[config.mk]
export PLATFORM = sky130hd
export DESIGN_NAME = irq_sequencer_flat
export DESIGN_NICKNAME = d
export VERILOG_FILES = /design/src/rtl/mips_defs.sv /design/src/rtl/irq_sequencer_if.sv /design/src/rtl/irq_prio_enc.sv /design/src/rtl/irq_sequencer.sv /design/src/flat_wrapper.sv
export SDC_FILE = /design/constraint.sdc
export NUM_CORES = 1
export LEC_CHECK = 0
export ABC_AREA = 1
export CORE_MARGIN = 4
export CORE_UTILIZATION = 38
export CTS_BUF_LIST = sky130_fd_sc_hd__clkbuf_4 sky130_fd_sc_hd__clkbuf_8
export DETAILED_ROUTE_END_ITERATION = 12
export GPL_TIMING_DRIVEN = 0
export HOLD_SLACK_MARGIN = 0.03
export PLACE_DENSITY_LB_ADDON = 0.05
export SETUP_SLACK_MARGIN = 0.3
export SLEW_MARGIN = 20
export SYNTH_ARGS = -nofsm -noshare
export SYNTH_HDL_FRONTEND = slang
export SYNTH_SLANG_ARGS = --single-unit
[constraint.sdc]
create_clock -name clk -period 1.34 [get_ports clk]
set_clock_uncertainty 0.2 [all_clocks]
set_input_delay 0.268 -clock clk [delete_from_list [all_inputs] [get_ports clk]]
set_output_delay 0.268 -clock clk [all_outputs]
set_load 0.02 [all_outputs]
[src/rtl/mips_defs.sv]
// Shared definitions for the interrupt sequencer:
// FSM state encoding and default vector layout.
package mips_defs;

  typedef enum logic [1:0] {
    IDLE  = 2'd0,
    TAKE  = 2'd1,
    SERVE = 2'd2
  } irq_state_e;

  localparam int          N_IRQ_DEF      = 3;
  localparam logic [31:0] VEC_BASE_DEF   = 32'h0000_0100;
  localparam logic [31:0] VEC_STRIDE_DEF = 32'h0000_0010;

endpackage

[src/rtl/irq_sequencer_if.sv]
// Core-side bundle of the interrupt sequencer:
// request/mask/stall/PC inputs and PC redirect outputs.
interface irq_sequencer_if
  import mips_defs::*;
#(
  parameter int N_IRQ = N_IRQ_DEF
);
  logic [N_IRQ-1:0] IrqIn;
  logic             MaskWe;
  logic [N_IRQ-1:0] MaskData;
  logic             Stall;
  logic [31:0]      PcNext;
  logic             Eret;
  logic             IrqTake;
  logic [31:0]      IrqVector;
  logic             EretTake;
  logic [31:0]      EpcOut;
  logic             IrqActive;
  logic [1:0]       IrqId;
  logic [N_IRQ-1:0] Pending;
  logic [N_IRQ-1:0] Mask;

  modport master (
    output IrqIn, MaskWe, MaskData,
    output Stall, PcNext, Eret,
    input  IrqTake, IrqVector,
    input  EretTake, EpcOut,
    input  IrqActive, IrqId,
    input  Pending, Mask
  );

  modport slave (
    input  IrqIn, MaskWe, MaskData,
    input  Stall, PcNext, Eret,
    output IrqTake, IrqVector,
    output EretTake, EpcOut,
    output IrqActive, IrqId,
    output Pending, Mask
  );
endinterface

[src/rtl/irq_prio_enc.sv]
// Fixed-priority encoder: lowest set index wins.
// o_valid is 1 when any request bit is set.
module irq_prio_enc #(
  parameter int N = 3
) (
  input  logic [N-1:0] i_req,
  output logic         o_valid,
  output logic [1:0]   o_id
);
  always_comb begin
    o_id = 2'd0;
    for (int i = N - 1; i >= 0; i--) begin
      if (i_req[i]) o_id = i[1:0];
    end
  end

  assign o_valid = |i_req;
endmodule

[src/rtl/irq_sequencer.sv]
// Priority interrupt sequencer: edge-latched requests,
// fixed-priority take, EPC save and ERET return.
module irq_sequencer
  import mips_defs::*;
#(
  parameter int          N_IRQ      = N_IRQ_DEF,
  parameter logic [31:0] VEC_BASE   = VEC_BASE_DEF,
  parameter logic [31:0] VEC_STRIDE = VEC_STRIDE_DEF
) (
  input logic            clk,
  input logic            rst,
  irq_sequencer_if.slave bus
);
  irq_state_e       r_state;
  logic [N_IRQ-1:0] r_prev;
  logic [N_IRQ-1:0] r_pend;
  logic [N_IRQ-1:0] r_mask;
  logic [1:0]       r_id;
  logic [31:0]      r_epc;

  logic [N_IRQ-1:0] w_rise;
  logic [N_IRQ-1:0] w_elig;
  logic [N_IRQ-1:0] w_clr;
  logic             w_valid;
  logic [1:0]       w_win;

  assign w_rise = bus.IrqIn & ~r_prev;
  assign w_elig = r_pend & ~r_mask;
  assign w_clr  = (r_state == TAKE) ?
                  (N_IRQ'(1) << r_id) : '0;

  irq_prio_enc #(
    .N (N_IRQ)
  ) u_enc (
    .i_req   (w_elig),
    .o_valid (w_valid),
    .o_id    (w_win)
  );

  always_ff @(posedge clk) begin
    if (rst) begin
      r_state <= IDLE;
      r_prev  <= '0;
      r_pend  <= '0;
      r_mask  <= '0;
      r_id    <= 2'd0;
      r_epc   <= 32'd0;
    end else begin
      r_prev <= bus.IrqIn;
      // a fresh edge wins over the clear of the source being taken
      r_pend <= (r_pend & ~w_clr) | w_rise;
      if (bus.MaskWe) r_mask <= bus.MaskData;
      unique case (r_state)
        IDLE: begin
          if (w_valid && !bus.Stall) begin
            r_state <= TAKE;
            r_id    <= w_win;
          end
        end
        TAKE: begin
          r_epc   <= bus.PcNext;
          r_state <= SERVE;
        end
        SERVE: begin
          if (bus.Eret) r_state <= IDLE;
        end
        default: r_state <= IDLE;
      endcase
    end
  end

  assign bus.IrqTake   = (r_state == TAKE);
  assign bus.IrqVector = VEC_BASE + 32'(r_id) * VEC_STRIDE;
  assign bus.EretTake  = (r_state == SERVE) && bus.Eret;
  assign bus.EpcOut    = r_epc;
  assign bus.IrqActive = (r_state == SERVE);
  assign bus.IrqId     = r_id;
  assign bus.Pending   = r_pend;
  assign bus.Mask      = r_mask;
endmodule
[src/flat_wrapper.sv]
// flat-port wrapper written by rule: the top's interface ports become plain ports
module irq_sequencer_flat import mips_defs::*;
#(
  parameter int          N_IRQ      = N_IRQ_DEF,
  parameter logic [31:0] VEC_BASE   = VEC_BASE_DEF,
  parameter logic [31:0] VEC_STRIDE = VEC_STRIDE_DEF
)
  (clk, rst, bus_IrqIn, bus_MaskWe, bus_MaskData, bus_Stall, bus_PcNext, bus_Eret, bus_IrqTake, bus_IrqVector, bus_EretTake, bus_EpcOut, bus_IrqActive, bus_IrqId, bus_Pending, bus_Mask);
  irq_sequencer_if #(.N_IRQ(N_IRQ)) bus_i ();
  input logic clk;
  input logic rst;
  input wire logic [$bits(bus_i.IrqIn)-1:0] bus_IrqIn;
  input wire logic [$bits(bus_i.MaskWe)-1:0] bus_MaskWe;
  input wire logic [$bits(bus_i.MaskData)-1:0] bus_MaskData;
  input wire logic [$bits(bus_i.Stall)-1:0] bus_Stall;
  input wire logic [$bits(bus_i.PcNext)-1:0] bus_PcNext;
  input wire logic [$bits(bus_i.Eret)-1:0] bus_Eret;
  output wire logic [$bits(bus_i.IrqTake)-1:0] bus_IrqTake;
  output wire logic [$bits(bus_i.IrqVector)-1:0] bus_IrqVector;
  output wire logic [$bits(bus_i.EretTake)-1:0] bus_EretTake;
  output wire logic [$bits(bus_i.EpcOut)-1:0] bus_EpcOut;
  output wire logic [$bits(bus_i.IrqActive)-1:0] bus_IrqActive;
  output wire logic [$bits(bus_i.IrqId)-1:0] bus_IrqId;
  output wire logic [$bits(bus_i.Pending)-1:0] bus_Pending;
  output wire logic [$bits(bus_i.Mask)-1:0] bus_Mask;
  assign bus_i.IrqIn = bus_IrqIn;
  assign bus_i.MaskWe = bus_MaskWe;
  assign bus_i.MaskData = bus_MaskData;
  assign bus_i.Stall = bus_Stall;
  assign bus_i.PcNext = bus_PcNext;
  assign bus_i.Eret = bus_Eret;
  assign bus_IrqTake = bus_i.IrqTake;
  assign bus_IrqVector = bus_i.IrqVector;
  assign bus_EretTake = bus_i.EretTake;
  assign bus_EpcOut = bus_i.EpcOut;
  assign bus_IrqActive = bus_i.IrqActive;
  assign bus_IrqId = bus_i.IrqId;
  assign bus_Pending = bus_i.Pending;
  assign bus_Mask = bus_i.Mask;
  irq_sequencer #(.N_IRQ(N_IRQ), .VEC_BASE(VEC_BASE), .VEC_STRIDE(VEC_STRIDE)) u_core (.clk(clk), .rst(rst), .bus(bus_i));
endmodule
-- After elaboration in Yosys (flattened, before gate mapping)
Index checks and enable logic that the tools add are counted.
- flip-flop bits (word level): 45
- latch bits: 0
- memory bits (writable): 0
- memory bits (read-only): 0
- input bits: 43
- output and inout bits: 75
- word-level logic and storage cells: 33
- memories kept: 0
- $add $sub $neg: 1
- multiply operators: 0
- div/mod/pow operators: 0
- magnitude comparators: 0
- eq/ne operators: 4
- shifts and indexed selects: 1
- muxes and demuxes: 7
- bitwise logic cells: 7
- reduce and logical (&&, ||, !) cells: 7
- operator list (operator ; count):
    adder 9 x 6 -> 10 bit, first input constant ; 1
    two-way mux 2 bit ; 5
    AND 3 bit ; 3
    NOT 3 bit ; 3
    one-hot mux 2 bit (3 select lines) ; 1
    AND reduction 2 bit ; 2
    two-way mux 3 bit ; 1
    bitwise OR 3 bit ; 1
    OR reduction 3 bit ; 1
    << shifter 1 x 2 -> 3 bit, first input constant ; 1
    equality test 2 x 1 -> 1 bit, second input constant ; 1
    equality test 2 bit, second input constant ; 1
    logical AND 1 bit ; 2
    logical NOT 2 bit ; 1
    != test 2 x 1 -> 1 bit, second input constant ; 1
    != test 2 bit, second input constant ; 1
    logical NOT 1 bit ; 1

-- Longest topological paths before layout
- depth after elaboration: 6
- mapped depth: 6
- mapped depth without buffers: 6

-- Hierarchy
Synthesis repeated with hierarchy kept, for this count alone.
- cells, all modules: 258
- area, all modules: 1934.4 um2
- by module, submodules not included (module ; instances ; cells each ; area each (um2) ; sequential area each (um2)):
    irq_sequencer ; 1 ; 251 ; 1903.1 ; 900.9
    irq_prio_enc ; 1 ; 7 ; 31.3 ; 0.0

-- Least setup slack after synthesis
No wires, ideal clock.
- path kind: register to output
- start point: register u_core.r_state[1]
- end point: output port bus_EretTake
- data arrival time: 0.891 ns
- required time: 0.872 ns
- slack: -0.019 ns
- cell stages (with the launch flop): 3
- cells stage by stage: dfxtp_1 > inv_2 > nor3_1
- word-level cells in the longest chain between the ends: 2
- RTL lines (element ; RTL line ; source):
    start: declaration ; irq_sequencer.sv:14 ; irq_state_e r_state;
    start signal: assignment ; irq_sequencer.sv:42 ; r_state <= IDLE;
    start signal: assignment ; irq_sequencer.sv:56 ; r_state <= TAKE;
    start signal: assignment ; irq_sequencer.sv:62 ; r_state <= SERVE;
    equality test 2 bit ; irq_sequencer.sv:74 ; assign bus.EretTake = (r_state == SERVE) && bus.Eret;
    logical AND 1 bit ; irq_sequencer.sv:74 ;
    end: declaration ; flat_wrapper.sv:20 ; output wire logic [$bits(bus_i.EretTake)-1:0] bus_EretTake;
No other way between the ends.

-- Final worst setup path
- start point: register u_core.r_state[1]
- end point: output port bus_IrqTake
- word-level cells in the longest chain between the ends: 1
- RTL lines (element ; RTL line ; source):
    equality test 2 x 1 -> 1 bit ; irq_sequencer.sv:72 ; assign bus.IrqTake = (r_state == TAKE);
    end: declaration ; flat_wrapper.sv:18 ; output wire logic [$bits(bus_i.IrqTake)-1:0] bus_IrqTake;
No other way between the ends.

==> run metrics <==
most common cell in the synthesized netlist=nor2_1; Hold Path Origin=rst; grt ovf=0; I/O pins=roughly 120; IR drop worst, VDD=0.653 mV; Horiz. Die Dim=slightly below 80 um; layout cell share with drive strength beyond 1=between 50% and 60%; fin crit share=113%; GR Util met2=about 27%; r2r endpoint=u_core.bus.Pending[0]; vias per cell=between 4 and 5; multi-input logic area=between 900 and 1000 sq um; Clock transition at path regs=about 80 ps; violations in the final reports=negative hold slack, negative setup slack; Synth Instances=237; ant diodes=0; H-tree depth=2; Reg2Reg Depth=7; Psw=~0.0010 W; ANT nets after route=0; Die Ht=about 80 um; root cell of the clock tree=clkbuf_8; CP endpoint kind=primary output; CTS Buffer Depth=2; Slew headroom=51.9%; pre-CTS setup slack=-645 ps; CP Max Fanout=3; Crit path arrival time=between 1000 and 1500 ps; final setup fails=36; WP data required=around 870 ps; Reg2Reg Setup Slack=-90 ps; first-pass GRT wire length=approximately 7.6 mm; Logic pwr share=31.9%; PwrDens=990 nW/um^2; Yosys Warn Count=0; Num CTS Buffers=5; die area=between 6000 and 7000 sq um; number of global-route vias before repair=between 1500 and 2000; largest stage delay on the critical path=about 340 ps; GR Layer Usage met1=between 10% and 20%; hold slack=-24.6 ps; fin. max-slew vios=0; crit start category=register; clock group share of total power=~25%; routability congestion estimate=0.702; core area=about 4800 sq um; DR vias=around 1900; Final Critical Period=1510 ps; Avg Inst Size Synth=7.92 sq um; DRT iter0 DRCs=33; post-synthesis sequential area ratio=approximately 48%; status=complete, but fails checks; IO buf count=between 80 and 90; gr usage total=between 15 and 20%; reg2reg start=u_core.r_state[1]; Setup Total Neg Slack=-2140 ps; gr busiest metal=met2; Synth cell types=21; hold path cells=2; total wire length=~5.1 mm; Avg WL per Cell=11.6 um; fill count=381; asr flop ratio synth=0%; slowest CP cell=dfxtp_2; Initial Utilization=around two fifths; hold crit path type=in2reg; sequential share of power=a little over two fifths; Synth area leaders=dfxtp_1 (48%), nor2_1 (14%), buf_4 (13%); DR pass1 iterations=4; fin nets=between 400 and 500; switching share of power=29.7%; Area Growth Syn to Fin=89.7%; Yosys reg bits=45; Hold Vio Cnt, Final=6; P_leak=between 1.5 and 2 nW; max cap viols=0; GRT met3 Usage=under 10%; f_max=about 660 MHz; Worst Hold End=u_core.r_state[1]; CP cell instances=inv_4 > nand2_8 > inv_8 > buf_8 > buf_6; initial antenna violation count=0; RSZ-0062 raised after global routing=yes; Post-Syn Area=approximately 1900 sq um; Worst-Margin Slew=roughly 720 ps; CTS tree=done; Pint=~0.0025 W; Synth top area share=a little under half; crit path kind=reg2out; clock tree sinks=45; Reg area=about 960 sq um; cell taking the most area after synthesis=dfxtp_1; site row count=25; commonest cells in the netlist=nor2_1 (69), dfxtp_1 (45), o21ai_0 (35); worst setup margin=-170 ps; Post-synth top flop=dfxtp_1; DP HPWL=3.49 mm; DRC viols=0; largest net degree at the start of global routing=13; Post-synth EDFFs=0; Clk Latency, worst-skew pair=~290 ps
per-stage QoR:
step	total power, W	instances	utilization [%]	cell area (sq um)
6_report	0.00353	440	74.9	3560
5_1_grt	0.00372	440	74.9	3560
4_1_cts	0.00344	434	69.3	3290
3_5_place_dp	0.00244	418	62.3	2960
3_3_place_gp	0.00243	418	62.3	2960
2_1_floorplan	0.00206	265	-	2020
routing by layer:
layer	share of wire, %	vias up	wire length [um]
met3	7.7	9	393
met4	2.3	0	116
met2	50	76	2580
met5	0	-	0
li1	-	959	-
met1	40	823	2030
cell type report:
class | instances | area share [%]
Multi-Input combinational cell | 165 | 25.6
Buffer | 43 | 10.7
Inverter | 12 | 1.62
Tap cell | 67 | 2.35
Clock buffer | 7 | 2.53
Timing Repair Buffer | 101 | 30.3
Sequential cell | 45 | 27.0
what timing repair did:
item	in CTS	in global routing
resized for setup	348	63
buffers inserted	9	4
gates cloned	0	2
pin swaps	5	8
endpoints found under the hold margin	9	8
setup endpoints to repair	85	87
worst max-delay path, delay by kind of cell, from the launching register on:
kind                   cells  cell delay (ps)
DFF                        1              340
buffers and inverters      4              330
and+or+nand+nor            1               70
layout by cell type (no fill, tap or decap), types with 3 or more instances in the layout:
master and count:
nor2_1 68, buf_6 51, buf_4 41, clkdlybuf4s50_1 39
dfxtp_2 39, o21ai_2 35, conb_1 30, nand2_1 11
inv_1 7, clkbuf_8 6, nor3_4 4, a21oi_2 4
buf_8 3, buf_12 3, dfxtp_4 3, dfxtp_1 3
kinds of logic after synthesis:
family	count (synthesis)	share of synthesized area, %
AO/OA/AOI/OAI	45	12.5
buffers and inverters	55	19.9
flip-flops	45	48.0
other	2	0.400
AND/OR/NAND/NOR	90	19.3
flip-flops by register name (all words and copies together) (netlist names):
name and flops:
u_core.r_state 2, u_core.bus.Pending 3, u_core.bus.EpcOut 32, u_core.bus.Mask 3, u_core.bus.IrqId 2, u_core.r_prev 3
worst max path at each step:
stage,start,endpoint,cells past startpoint
after global routing,u_core.r_state[1],bus_IrqTake,5
after global placement,bus_Eret,bus_EretTake,4
after floorplan,u_core.r_state[1],bus_IrqTake,4
after CTS,u_core.r_state[1],bus_IrqTake,5
final,u_core.r_state[1],bus_IrqTake,5
after detailed placement,bus_Eret,bus_EretTake,4
power groups by stage:
stage / logic [W] / clock network, W / registers (W)
after floorplan: 0.000400 / 0 / 0.00166
after global placement: 0.000891 / 0 / 0.00153
after detailed placement: 0.000898 / 0 / 0.00154
after CTS: 0.000996 / 0.000899 / 0.00154
after global routing: 0.00121 / 0.000953 / 0.00156
final: 0.00112 / 0.000862 / 0.00154
Note: power is estimated with default switching activity, not from simulation.
